File: config.mk
export PLATFORM = sky130hd
export DESIGN_NAME = parallel_to_serial
export DESIGN_NICKNAME = d
export VERILOG_FILES = /design/src/rtl/parallel_to_serial_pkg.sv /design/src/rtl/p2s_hold_buf.sv /design/src/rtl/parallel_to_serial.sv
export SDC_FILE = /design/constraint.sdc
export NUM_CORES = 1
export LEC_CHECK = 0
export ABC_AREA = 1
export BUFFER_PORTS_ARGS = -buffer_cell sky130_fd_sc_hd__buf_4
export CORE_AREA = 2 2 56 58
export CTS_CLUSTER_SIZE = 30
export DETAILED_ROUTE_END_ITERATION = 10
export DIE_AREA = 0 0 58 60
export GPL_TIMING_DRIVEN = 0
export HOLD_SLACK_MARGIN = 0.02
export PLACE_DENSITY = 0.53
export SYNTH_ARGS = -nofsm -noshare
export SYNTH_HDL_FRONTEND = slang
export SYNTH_SLANG_ARGS = --single-unit
File: constraint.sdc
create_clock -name CLK -period 2 [get_ports CLK]
set_input_delay 0.2 -clock CLK [delete_from_list [all_inputs] [get_ports CLK]]
set_output_delay 0.2 -clock CLK [all_outputs]
set_load 0.01 [all_outputs]
File: src/rtl/parallel_to_serial_pkg.sv
// parallel_to_serial_pkg: serial link word format and transmitter state encoding
package parallel_to_serial_pkg;
  localparam int LINK_WIDTH = 8;
  localparam logic [7:0] LINK_COMMA = 8'hBC;
  localparam int LINK_N_SYNC = 2;
  typedef enum logic {ST_SYNC = 1'b0, ST_RUN = 1'b1} state_t;
endpackage

File: src/rtl/p2s_hold_buf.sv
// p2s_hold_buf: one-entry holding register for a word accepted mid-slot
module p2s_hold_buf #(
  parameter int WIDTH = 8
) (
  input  logic             CLK,
  input  logic             RESET,
  input  logic             i_wr,
  input  logic             i_rd,
  input  logic [WIDTH-1:0] i_data,
  output logic             o_full,
  output logic [WIDTH-1:0] o_q
);
  logic             r_full;
  logic [WIDTH-1:0] r_q;
  always_ff @(posedge CLK) begin
    if (RESET) r_full <= 1'b0;
    else r_full <= i_wr | (r_full & ~i_rd);
    if (i_wr) r_q <= i_data;
  end
  assign o_full = r_full;
  assign o_q = r_q;
endmodule

File: src/rtl/parallel_to_serial.sv
// parallel_to_serial: MSB-first serialiser with comma alignment preamble and comma idle fill
module parallel_to_serial
  import parallel_to_serial_pkg::*;
#(
  parameter int               WIDTH  = LINK_WIDTH,
  parameter logic [WIDTH-1:0] COMMA  = WIDTH'(LINK_COMMA),
  parameter int               N_SYNC = LINK_N_SYNC
) (
  input  logic             CLK,
  input  logic             RESET,
  input  logic [WIDTH-1:0] DATA_IN,
  input  logic             VALID_IN,
  output logic             READY_OUT,
  output logic             DATA_OUT,
  output logic             BYTE_START,
  output logic             SYNCED
);
  localparam int BW = $clog2(WIDTH);
  localparam int SW = $clog2(N_SYNC + 1);
  localparam logic [BW-1:0] LAST_BIT = BW'(WIDTH - 1);
  localparam logic [SW-1:0] LAST_SYNC = SW'(N_SYNC - 1);
  state_t           r_state, w_state_nxt;
  logic [WIDTH-1:0] r_sr, w_word, w_q;
  logic [BW-1:0]    r_bit_cnt;
  logic [SW-1:0]    r_sync_cnt;
  logic             w_boundary, w_accept, w_bypass, w_full;
  assign w_boundary = r_bit_cnt == LAST_BIT;
  assign w_accept = VALID_IN && READY_OUT;
  assign w_bypass = w_accept && w_boundary;
  assign SYNCED = r_state == ST_RUN;
  assign READY_OUT = SYNCED && !w_full;
  assign DATA_OUT = r_sr[WIDTH-1];
  assign BYTE_START = r_bit_cnt == '0;
  p2s_hold_buf #(.WIDTH(WIDTH)) u_hold (
    .CLK    (CLK),
    .RESET  (RESET),
    .i_wr   (w_accept && !w_bypass),
    .i_rd   (w_boundary && w_full),
    .i_data (DATA_IN),
    .o_full (w_full),
    .o_q    (w_q)
  );
  always_ff @(posedge CLK) begin
    if (RESET) r_state <= ST_SYNC;
    else r_state <= w_state_nxt;
  end
  // hold always wins over a bypass so words leave in acceptance order
  always_comb begin
    w_state_nxt = (r_state == ST_SYNC && w_boundary && r_sync_cnt == LAST_SYNC) ? ST_RUN : r_state;
    w_word = r_state != ST_RUN ? COMMA : w_full ? w_q : w_bypass ? DATA_IN : COMMA;
  end
  always_ff @(posedge CLK) begin
    if (RESET) begin
      r_sr <= COMMA;
      r_bit_cnt <= '0;
      r_sync_cnt <= '0;
    end else begin
      r_sr <= w_boundary ? w_word : {r_sr[WIDTH-2:0], 1'b0};
      r_bit_cnt <= w_boundary ? '0 : r_bit_cnt + 1'b1;
      if (r_state == ST_SYNC && w_boundary) r_sync_cnt <= r_sync_cnt + 1'b1;
    end
  end
endmodule

# Word level (Yosys, flattened, before mapping)
# Cells that the tools add are included.
# classes
addsub	2
n_eq_ne	2
muxes	4
n_bitwise	5
n_reduce_logical	12
# ops
operator	n
$mux W8	4
$logic_and A1 B1 Y1	7
$add A3 B1 Y3 const B	1
$eq A3 B3 Y1 const B	1
$logic_not A3 Y1	1
$not A1 Y1	3
$reduce_or A3 Y1	1
$add A2 B1 Y2 const B	1
$eq A2 B1 Y1 const B	1
$logic_not A1 Y1	2
$reduce_or A2 Y1	1
$and A1 B1 Y1	1
$or A1 B1 Y1	1
# word_totals
register_bits	23
input_bits	11

# Depth between registers and ports, before layout
# Gate-level depths: netlist (run 1).
# logic_depth
depth_word	8
ltp_mapped	9

# Hierarchy
# Synthesis (run 1) repeated with hierarchy kept, for this count alone.
# hier_totals
hier_cells	111
hier_area_um2	999.7
# by_module_without_submodules
mod	n_inst	cells_per_inst	area_per_inst_um2	seq_area_each_um2
parallel_to_serial	1	98	719.4	280.3
p2s_hold_buf	1	13	280.3	260.2

# Worst setup path after synthesis (run 1)
# No wires, ideal clock.
# synth_timing
path_type	flip-flop to flip-flop
from	register r_bit_cnt[0]
to	register u_hold.r_q[0], in the netlist u_hold.o_q[0], enable pin
arrival_ps	1238
required_time_ps	1630
path_slack_ps	392
path_stages_with_launch	5
period_less_slack_ps	1608
cell_sequence	dfxtp_1 -> ha_1 -> ha_1 -> buf_4 -> nor2_1
# synth_between
elab_chain_cells	4
# synth_rtl
item	line_no	rtl
start: declaration	parallel_to_serial.sv:24	logic [BW-1:0] r_bit_cnt;
start signal: assignment	parallel_to_serial.sv:59	r_bit_cnt <= w_boundary ? '0 : r_bit_cnt + 1'b1;
$eq A3 B3 Y1	parallel_to_serial.sv:27	assign w_boundary = r_bit_cnt == LAST_BIT;
$logic_and A1 B1 Y1	parallel_to_serial.sv:29	assign w_bypass = w_accept && w_boundary;
$logic_not A1 Y1	parallel_to_serial.sv:37	.i_wr (w_accept && !w_bypass),
$logic_and A1 B1 Y1	parallel_to_serial.sv:37	
via u_hold.i_wr	p2s_hold_buf.sv:7	input logic i_wr,
end signal: assignment	p2s_hold_buf.sv:18	if (i_wr) r_q <= i_data;
end: declaration	p2s_hold_buf.sv:14	logic [WIDTH-1:0] r_q;
# The timed path passes the listed nets, and every way through them passes these cells.
# A chain may end at the register's enable or synchronous reset.

# Worst setup path after layout (run 1)
# layout_timing
from	register r_bit_cnt[0]
to	register u_hold.r_q[7], in the netlist u_hold.o_q[7], enable pin
# The elaborated chain is that of the path after synthesis.

==> metrics.cfg, run 1 <==
[floorplanning]
io_pins = 15
die_y_um = 60
die_w_um = 58
dieArea_um2 = 3480
initial_core_util_pct = 33.4
fp-row-count = 20
core_area_um2 = 2900

[cts]
clockBufferDepth = 2
ctsRootBufferMaster = clkbuf_4
cts_tree = done
cts.sinks = 23
cts_buffers = 3
path_clk_slew_ps = 120
cts_htree_levels = 1
clock_latency_ps = 320

[synthesis]
synthFlopType = dfxtp_1
synth-seq-cells = 23
synth_area_per_cell_um2 = 9.15
synth_top_area_share_pct = 31.0
synth_edf_count = 8
netlist_instances = 106
synth_commonest_cells = nand2_1, dfxtp_1, inv_1, a21oi_1, nor2_1
yosysWarnings = 0
async_flop_share_pct = 0
synth-seq-area-share_pct = 55.7
synthesis.area_um2 = 970
synth_area_leaders = dfxtp_1, edfxtp_1, nand2_1
synth.distinct_cells = 16
synth_nets = 121
yosysMostFrequentCell = nand2_1
yosys.area.top_type = dfxtp_1

[hold_path]
hold_path_class = input port to flop

[critical_path]
cp_common_cell = ha_1
end_kind = flop
arrival_ps = 1670
path_max_fanout = 10
required_ps = 1980
critPathKind = flop to flop
startpoint_type = flop
cpLargestDelayFamily = adder cells
cp_num_buf_inv = 1
crit_chain = ha_1, ha_1, buf_4, nor2_2
slowest_stage = nor2_2
crit_path_max_incr_delay_ps = 410

[route]
first_pass_iters = 4
vias = 723
ant_nets = 0
drc = 0
wl_um = 1830
vias_per_cell = 4.61
drt_iter0_markers = 18
wl_per_cell_um = 11.6

[sta]
tns_ps = 0
finClkSkew_ps = 1.53
worst_pin_slew_ps = 478
layout_min_cycle_time_ps = 1690
rsz0062_at_grt = false
slew_headroom_pct = 68.1
final_hold_viol_count = 0
drv_slew = 0
max_freq_mhz = 593
hold_slack_ps = 42.7
period_share_pct = 84.3
setup_viol = 0

[global_routing]
grt_pass1_wl_um = 3080
grt_overflow_total = 0
grt_pass1_vias = 700
antenna_found_initial = 0
grt.total_usage_pct = 12.2
grt_max_degree = 13

[run]
maxCapViolations = 0

[place]
portBuffers = 14
placed_area_um2 = 1120
hpwl_um = 1250
gp_congestion = 0.736

[run_status]
status = completed

[final_layout]
n_antenna_cell = 0
fillCellCount = 308
area_growth_pct = 18.1
drive_above_1_share_pct = 19.4
utilization_pct = 39.4
final_area_um2 = 1140
nets = 140

[power_and_ir_drop]
ir_drop_mv = 0.326
p_per_area_nw_per_um2 = 679
leakage_uw = 0.000530

==> timing repair <==
item / CTS / global route
hold buffers: 0 / 0
setup buffers: 0 / 0
resized for setup: 0 / 1
endpoints found under the setup margin: 0 / 8
==> layer usage <==
layer	global-route usage, %	vias to the layer above	wire [um]
li1	-	376	-
met1	15.4	328	924
met4	7.64	0	46
met5	0	-	0
met3	2.16	5	83
met2	19.3	14	775
==> where the power goes <==
part / leakage (uW) / internal (uW) / switching (uW) / total, uW
Clock: 0.0000150 / 78.2 / 142 / 220
Combinational: 0.000320 / 28.6 / 28.8 / 57.4
Sequential: 0.000195 / 495 / 4.91 / 500
Total: 0.000530 / 602 / 175 / 777
==> cell usage in the layout (no fill, tap or decap) <==
| master | instances |
|---|---|
| a21oi_1 | 14 |
| buf_4 | 15 |
| buf_6 | 1 |
| clkbuf_1 | 1 |
| clkbuf_4 | 3 |
| clkinv_1 | 1 |
| clkinv_4 | 1 |
| dfxtp_1 | 15 |
| edfxtp_1 | 8 |
| ha_1 | 4 |
| inv_1 | 15 |
| nand2_1 | 21 |
| nand3_1 | 2 |
| nand3_4 | 1 |
| nand4_1 | 5 |
| nor2_1 | 13 |
| nor2_2 | 1 |
| nor2_4 | 2 |
| xor2_1 | 1 |
==> worst register-to-register path, stage by stage (launching register included) <==
cell	delay [ps]
dfxtp_1	350
ha_1	200
ha_1	210
buf_4	180
nor2_2	410
==> per-stage QoR <==
| stage | setup slack, ps | instances | total power [uW] |
|---|---|---|---|
| 2_1_floorplan | 392 | 106 | 535 |
| 3_3_place_gp | 94.7 | 153 | 566 |
| 3_5_place_dp | 84.9 | 153 | 568 |
| 4_1_cts | 65.0 | 157 | 787 |
| 5_1_grt | 175 | 157 | 812 |
| 6_report | 314 | 157 | 777 |
==> registers in the layout, summed over array words and instances (netlist names) <==
register,cells
r_sr,8
u_hold.o_q,8
r_bit_cnt,3
r_sync_cnt,2
SYNCED,1
u_hold.o_full,1
==> final cells by class <==
cell class | count | area (um2) | share of cell area (%)
multi-input combinational | 64 | 344 | 30.1
sequential | 23 | 541 | 47.2
clock buffer | 4 | 26.3 | 2.30
tap | 33 | 41.3 | 3.61
timing repair buffer | 14 | 105 | 9.18
inverter | 17 | 68.8 | 6.01
buffer | 2 | 18.8 | 1.64
==> cells by family after synthesis <==
family / after synthesis / synth area share, %
adder cells (fa/ha/maj): 4 / 5.16
XOR/XNOR: 1 / 0.903
AO/OA/AOI/OAI: 14 / 7.23
buffers and inverters: 19 / 9.03
AND/OR/NAND/NOR: 45 / 21.9
flip-flops: 23 / 55.7
==> path summary, 6_finish.rpt <==
kind	start	end	slack, ps	cells past startpoint
worst max-delay path	r_bit_cnt[0]$_SDFF_PP0_	u_hold.o_q[7]$_DFFE_PP_	310	4
worst min-delay path	RESET	SYNCED$_SDFFE_PP0P_	40	2
worst max register to register	r_bit_cnt[0]$_SDFF_PP0_	u_hold.o_q[7]$_DFFE_PP_	310	4
worst min register to register	r_sr[5]$_SDFF_PP1_	r_sr[6]$_SDFF_PP0_	450	2
Power figures use the tool's default switching activity.
==> run 2, diff against run 1 <==
Settings changed: ABC_AREA 1 to 0, CORE_AREA 2 2 56 58 to 2 2 55 57, DIE_AREA 0 0 58 60 to 0 0 57 59.
Clock period 2 ns to 1.6 ns, I/O delays scaled along.
==> run 2 against run 1 <==
  * Hold slack improved by 140 ps
  * Core utilization rose by 4.3 points
  * Clock skew increased by 13 ps
  * Synthesized cell count decreased by 23%
  * Maximum frequency is 11% higher
  * Highest routed layer unchanged
  * Routed wire length fell by 5.7%
==> metrics.cfg, run 2 <==
[synthesis]
netlist_instances = 82  ; was 106
synth_nets = 97  ; was 121
synth_area_per_cell_um2 = 11.3  ; was 9.15 um2
synth_area_leaders = dfxtp_1, edfxtp_1, ha_1  ; was dfxtp_1, edfxtp_1, nand2_1
synth_commonest_cells = dfxtp_1, nor2_1, edfxtp_1, nor2b_1  ; was nand2_1, dfxtp_1, inv_1, a21oi_1, nor2_1
yosysMostFrequentCell = dfxtp_1  ; was nand2_1
synthFlopType = dfxtp_1  ; unchanged
yosys.area.top_type = dfxtp_1  ; unchanged
synth-seq-cells = 23  ; unchanged
synth.distinct_cells = 21  ; was 16
synth-seq-area-share_pct = 58.1  ; was 55.7%
synthesis.area_um2 = 930  ; was 970 um2
async_flop_share_pct = 0  ; unchanged
yosysWarnings = 0  ; unchanged
synth_top_area_share_pct = 32.3  ; was 31.0%
synth_edf_count = 8  ; unchanged

[floorplanning]
fp-row-count = 19  ; was 20
die_w_um = 57  ; was 58 um
initial_core_util_pct = 34.3  ; was 33.4%
dieArea_um2 = 3360  ; was 3480 um2
io_pins = 15  ; unchanged
core_area_um2 = 2710  ; was 2900 um2
die_y_um = 59  ; was 60 um

[hold_path]
whs_path_depth = 3  ; was 2
hp-start = VALID_IN  ; was RESET
holdPathEnd = u_hold.o_full$_SDFF_PP0_  ; was SYNCED$_SDFFE_PP0P_
hold_path_class = input port to flop  ; unchanged

[final_layout]
area_growth_pct = 27.5  ; was 18.1%
utilization_pct = 43.7  ; was 39.4%
final_area_um2 = 1180  ; was 1140 um2
final_common_cell = dfxtp_1  ; was nand2_1
n_antenna_cell = 0  ; unchanged
drive_above_1_share_pct = 24.1  ; was 19.4%
fillCellCount = 277  ; was 308
nets = 124  ; was 140
mostFrequentLayoutCells = dfxtp_1, buf_4, nor2_1, dlygate4sd3_1, edfxtp_1  ; was nand2_1, dfxtp_1, inv_1, buf_4, a21oi_1

[sta]
rsz0062_at_grt = false  ; unchanged
max_freq_mhz = 656  ; was 593 MHz
slew_headroom_pct = 77.4  ; was 68.1%
drv_slew = 0  ; unchanged
final_hold_viol_count = 0  ; unchanged
worst_pin_slew_ps = 338  ; was 478 ps
period_share_pct = 95.2  ; was 84.3%
setup_viol = 0  ; unchanged
finClkSkew_ps = 14.7  ; was 1.53 ps
layout_min_cycle_time_ps = 1520  ; was 1690 ps

[cts]
clockBufferDepth = 2  ; unchanged
path_clk_slew_ps = 140  ; was 120 ps
cts.sinks = 23  ; unchanged
cts_tree = done  ; unchanged
post_cts_buffers = 0  ; unchanged
clock_latency_ps = 310  ; was 320 ps
ctsRootBufferMaster = clkbuf_4  ; unchanged
cts_buffers = 3  ; unchanged
cts_htree_levels = 1  ; unchanged

[power_and_ir_drop]
p_per_area_nw_per_um2 = 837  ; was 679 nW/um2
ir_drop_mv = 0.470  ; was 0.326 mV
leakage_uw = 0.000476  ; was 0.000530 uW

[global_routing]
grt_max_degree = 14  ; was 13
grt.total_usage_pct = 12.2  ; about the same
antenna_found_initial = 0  ; unchanged
grt_overflow_total = 0  ; unchanged
grt_pass1_vias = 663  ; was 700
grt_pass1_wl_um = 3050  ; was 3080 um

[critical_path]
r2r_cells = 3  ; was 4
startpoint_type = flop  ; unchanged
path_max_fanout = 8  ; was 10
crit_path_max_incr_delay_ps = 410  ; about the same
path_depth = 3  ; was 4
rr_startpoint = r_bit_cnt[0]$_SDFF_PP0_  ; unchanged
cp_common_cell = ha_1  ; unchanged
cpLargestDelayFamily = adder cells  ; unchanged
critPathKind = flop to flop  ; unchanged
required_ps = 1600  ; was 1980 ps
crit_chain = ha_1, ha_1, and3b_2  ; was ha_1, ha_1, buf_4, nor2_2
slowest_stage = and3b_2  ; was nor2_2
rrSetupSlack_ps = 80  ; was 310 ps
cp_num_buf_inv = 0  ; was 1
arrival_ps = 1530  ; was 1670 ps
timing.rr.end = u_hold.o_q[3]$_DFFE_PP_  ; was u_hold.o_q[7]$_DFFE_PP_
end_kind = flop  ; unchanged

[run_status]
status = completed  ; unchanged

[route]
vias_per_cell = 4.61  ; about the same
wl_um = 1730  ; was 1830 um
ant_nets = 0  ; unchanged
vias = 641  ; was 723
wl_per_cell_um = 12.4  ; was 11.6 um
drt_iter0_markers = 4  ; was 18
first_pass_iters = 2  ; was 4
drc = 0  ; unchanged

[place]
placed_area_um2 = 1070  ; was 1120 um2
portBuffers = 13  ; was 14
gp_congestion = 0.674  ; was 0.736
hpwl_um = 1160  ; was 1250 um

[run]
maxCapViolations = 0  ; unchanged

[run 2: cells by family (layout without fill, tap and decap cells)]
family | after synthesis | after routing | synth area share [%]
compound gates | 18 | 18 | 14.0
simple gates | 30 | 30 | 17.8
xor+xnor | 1 | 1 | 0.942
flops | 23 | 23 | 58.1
buf+inv | 6 | 32 | 3.77
fa+ha+maj | 4 | 4 | 5.38
[run 2: final cells by class]
class | instances | area [um2] | area share [%]
clock inverter | 1 | 5.00 | 0.422
sequential | 23 | 541 | 45.6
inverter | 3 | 11.3 | 0.950
clock buffer | 3 | 22.5 | 1.90
buffer | 3 | 23.8 | 2.01
multi-input combinational | 53 | 355 | 30.0
timing repair buffer | 22 | 188 | 15.8
tap | 31 | 38.8 | 3.27
[run 2: tightest hold or removal path: stages]
cell,delay [ps]
buf_4,160
a21oi_1,80
nor2_1,70
[run 2: what timing repair did]
action                                 CTS  global route
gates cloned                             0             0
endpoints found under the hold margin   11             0
resized for setup                        1             0
pin swaps                                0             1
setup endpoints to repair                8             1
hold buffers                             9             0
[run 2: how the worst max path moves through the flow]
stage,start,end,slack [ps]
2_1_floorplan,r_bit_cnt[0]$_SDFF_PP0_,u_hold.o_q[0]$_DFFE_PP_,190
3_3_place_gp,r_bit_cnt[0]$_SDFF_PP0_,u_hold.o_q[4]$_DFFE_PP_,-20
3_5_place_dp,r_bit_cnt[0]$_SDFF_PP0_,u_hold.o_q[4]$_DFFE_PP_,-50
4_1_cts,r_bit_cnt[0]$_SDFF_PP0_,u_hold.o_q[3]$_DFFE_PP_,80
5_1_grt,r_bit_cnt[0]$_SDFF_PP0_,r_sr[1]$_SDFF_PP0_,2
6_report,r_bit_cnt[0]$_SDFF_PP0_,u_hold.o_q[3]$_DFFE_PP_,80
[run 2: routing by layer]
metal	vias up	track usage [%]	wire length (um)
met4	0	7.97	27
met5	-	0	0
met2	8	18.2	783
li1	336	-	-
met1	295	16.3	874
met3	2	1.97	39
[run 2: stage by stage]
step	TNS [ps]	instances	total power, uW	hold WS (ps)	setup slack, ps
global placement	-149	126	717	347	-18.9
global route	0	139	1050	194	2.14
CTS	0	139	1010	180	75.0
finish	0	139	992	186	76.2
floorplan	0	82	681	232	186
detailed placement	-388	126	720	349	-48.8
[run 2: report_power, final]
group / internal [uW] / leakage, uW / total [uW] / switching [uW]
Clock: 93.4 / 0.0000177 / 270 / 177
Combinational: 59.6 / 0.000264 / 97.8 / 38.2
Sequential: 618 / 0.000195 / 624 / 6.12
==> run 3, diff against run 2 <==
Settings changed: CORE_AREA 2 2 55 57 to 2 2 64 66, DIE_AREA 0 0 57 59 to 0 0 66 68, PLACE_DENSITY 0.53 to 0.42.
==> run 3 against run 2 <==
  * Critical path depth rose by 2
  * Register-to-register slack improved by 80 ps
  * Core utilization fell by 14 points
  * Combinational power fell by 16%
  * Global-route usage fell by 3.1 points
  * Clock skew fell by 13 ps
  * Hold slack got worse by 110 ps
  * Die area rose by 33%
  * First-iteration DRC count rose by 25%
  * Critical path type unchanged
  * Highest routed layer unchanged
==> metrics.cfg, run 3 (synthesis results as in run 2) <==
[run_status]
status = completed  ; unchanged

[hold_path]
hold_path_class = input port to flop  ; unchanged

[final_layout]
mostFrequentLayoutCells = dfxtp_1, buf_4, nor2_1, edfxtp_1, nor2b_1  ; was dfxtp_1, buf_4, nor2_1, dlygate4sd3_1, edfxtp_1
drive_above_1_share_pct = 26.3  ; was 24.1%
n_antenna_cell = 0  ; unchanged
final_area_um2 = 1140  ; was 1180 um2
area_growth_pct = 22.5  ; was 27.5%
stdcell_count = 149  ; was 139
nets = 115  ; was 124
fillCellCount = 421  ; was 277
final_common_cell = dfxtp_1  ; unchanged

[route]
wl_per_cell_um = 11.4  ; was 12.4 um
drt_iter0_markers = 5  ; was 4
wl_um = 1700  ; was 1730 um
vias = 617  ; was 641
vias_per_cell = 4.14  ; was 4.61
first_pass_iters = 2  ; unchanged
drc = 0  ; unchanged
ant_nets = 0  ; unchanged

[sta]
slew_headroom_pct = 78.0  ; was 77.4%
setup_viol = 0  ; unchanged
final_hold_viol_count = 0  ; unchanged
drv_slew = 0  ; unchanged
finClkSkew_ps = 1.64  ; was 14.7 ps
period_share_pct = 90.5  ; was 95.2%
hold_slack_ps = 80.5  ; was 186 ps
worst_slack_ps = 153  ; was 76.2 ps
rsz0062_at_grt = false  ; unchanged
max_freq_mhz = 691  ; was 656 MHz
layout_min_cycle_time_ps = 1450  ; was 1520 ps
worst_pin_slew_ps = 329  ; was 338 ps

[floorplanning]
initial_core_util_pct = 24.1  ; was 34.3%
die_w_um = 66  ; was 57 um
dieArea_um2 = 4490  ; was 3360 um2
core_area_um2 = 3860  ; was 2710 um2
io_pins = 15  ; unchanged
fp-row-count = 23  ; was 19
die_y_um = 68  ; was 59 um

[cts]
ctsRootBufferMaster = clkbuf_8  ; was clkbuf_4
clock_latency_ps = 260  ; was 310 ps
path_clk_slew_ps = 80  ; was 140 ps
cts_buffers = 3  ; unchanged
clockBufferDepth = 2  ; unchanged
cts_hold_buf = 0  ; was 9
cts.sinks = 23  ; unchanged
cts_htree_levels = 1  ; unchanged
post_cts_buffers = 0  ; unchanged
cts_tree = done  ; unchanged

[place]
gp_congestion = 0.654  ; was 0.674
placed_area_um2 = 1090  ; was 1070 um2
placed_cells_incl_taps = 145  ; was 126
pre_cts_slack_ps = -31.6  ; was -48.8 ps
hpwl_um = 1160  ; about the same
portBuffers = 13  ; unchanged

[power_and_ir_drop]
internal_power_uw = 841  ; was 771 uW
power_frac_comb_pct = 7.7  ; was 9.9%
power_frac_seq_pct = 58.9  ; was 62.9%
ir_drop_mv = 0.324  ; was 0.470 mV
p_per_area_nw_per_um2 = 930  ; was 837 nW/um2
leakage_uw = 0.000441  ; was 0.000476 uW
swShare_pct = 20.5  ; was 22.3%
p_sw_uw = 217  ; was 221 uW
p_clk_share_pct = 33.3  ; was 27.2%

[critical_path]
critPathKind = flop to flop  ; unchanged
rrSetupSlack_ps = 150  ; was 80 ps
path_max_fanout = 7  ; was 8
startpoint_type = flop  ; unchanged
required_ps = 1750  ; was 1600 ps
end_kind = flop  ; unchanged
arrival_ps = 1600  ; was 1530 ps

[run]
maxCapViolations = 0  ; unchanged

[global_routing]
grt_max_degree = 13  ; was 14
grt.total_usage_pct = 9.03  ; was 12.2%
grt_pass1_wl_um = 3020  ; was 3050 um
antenna_found_initial = 0  ; unchanged
grt_pass1_vias = 686  ; was 663
grt_overflow_total = 0  ; unchanged

[run 3: cell types whose count changed in the layout (fill, tap and decap cells not counted)]
cell,previous run,this run
ha_2,0,1
dlygate4sd3_1,9,0
clkbuf_4,3,0
ha_1,4,3
clkbuf_8,0,3
clkinv_2,1,0
clkbuf_1,0,1
[run 3: metrics by stage]
step           TNS [ps]  total power [uW]  util, %
2_1_floorplan         0               681        -
3_3_place_gp       -348               718     28.3
3_5_place_dp       -251               720     28.3
4_1_cts               0              1080     29.5
5_1_grt               0              1120     29.5
6_report              0              1060     29.5
[run 3: area by class of cell]
type                       instances  area (um2)  share of cell area (%)
multi-input combinational         53         358                    31.4
timing repair buffer              13        97.6                    8.57
clock buffer                       4        45.0                    3.96
buffer                             3        23.8                    2.09
inverter                           3        11.3                   0.989
tap                               50        62.6                    5.49
sequential                        23         541                    47.5
[run 3: what timing repair did]
item                       4_1_cts  5_1_grt
gates resized for setup          1        1
cloned                           0        0
setup endpoints to repair        8        6
[run 3: path summary, 6_finish.rpt]
| kind | startpoint | endpoint | cells past startpoint |
|---|---|---|---|
| max | r_bit_cnt[0]$_SDFF_PP0_ | r_sr[5]$_SDFF_PP1_ | 5 |
| min | DATA_IN[6] | u_hold.o_q[6]$_DFFE_PP_ | 1 |
| min reg2reg | r_sr[0]$_SDFF_PP0_ | r_sr[1]$_SDFF_PP0_ | 2 |
| max reg2reg | r_bit_cnt[0]$_SDFF_PP0_ | r_sr[5]$_SDFF_PP1_ | 5 |
[run 3: power by group through the flow]
| stage | sequential [uW] | clock (uW) | combinational, uW |
|---|---|---|---|
| after floorplan | 637 | 0 | 44.1 |
| after global placement | 637 | 0 | 80.9 |
| after detailed placement | 637 | 0 | 82.6 |
| after CTS | 624 | 371 | 83.2 |
| after global routing | 626 | 402 | 94.3 |
| final | 624 | 353 | 81.9 |
[run 3: routing by layer]
metal,vias to the layer above,GRT usage [%],share of wire (%)
met2,12,14.9,46
met3,5,2.14,3.6
met5,-,0,0
met1,282,10.8,48
li1,318,-,-
met4,0,5.36,2.4
[run 3: critical path, cell delays in order (launching register included)]
cell and delay [ps]:
dfxtp_1 330, ha_1 210, ha_2 210, or2_1 220, buf_2 160, o22a_1 200
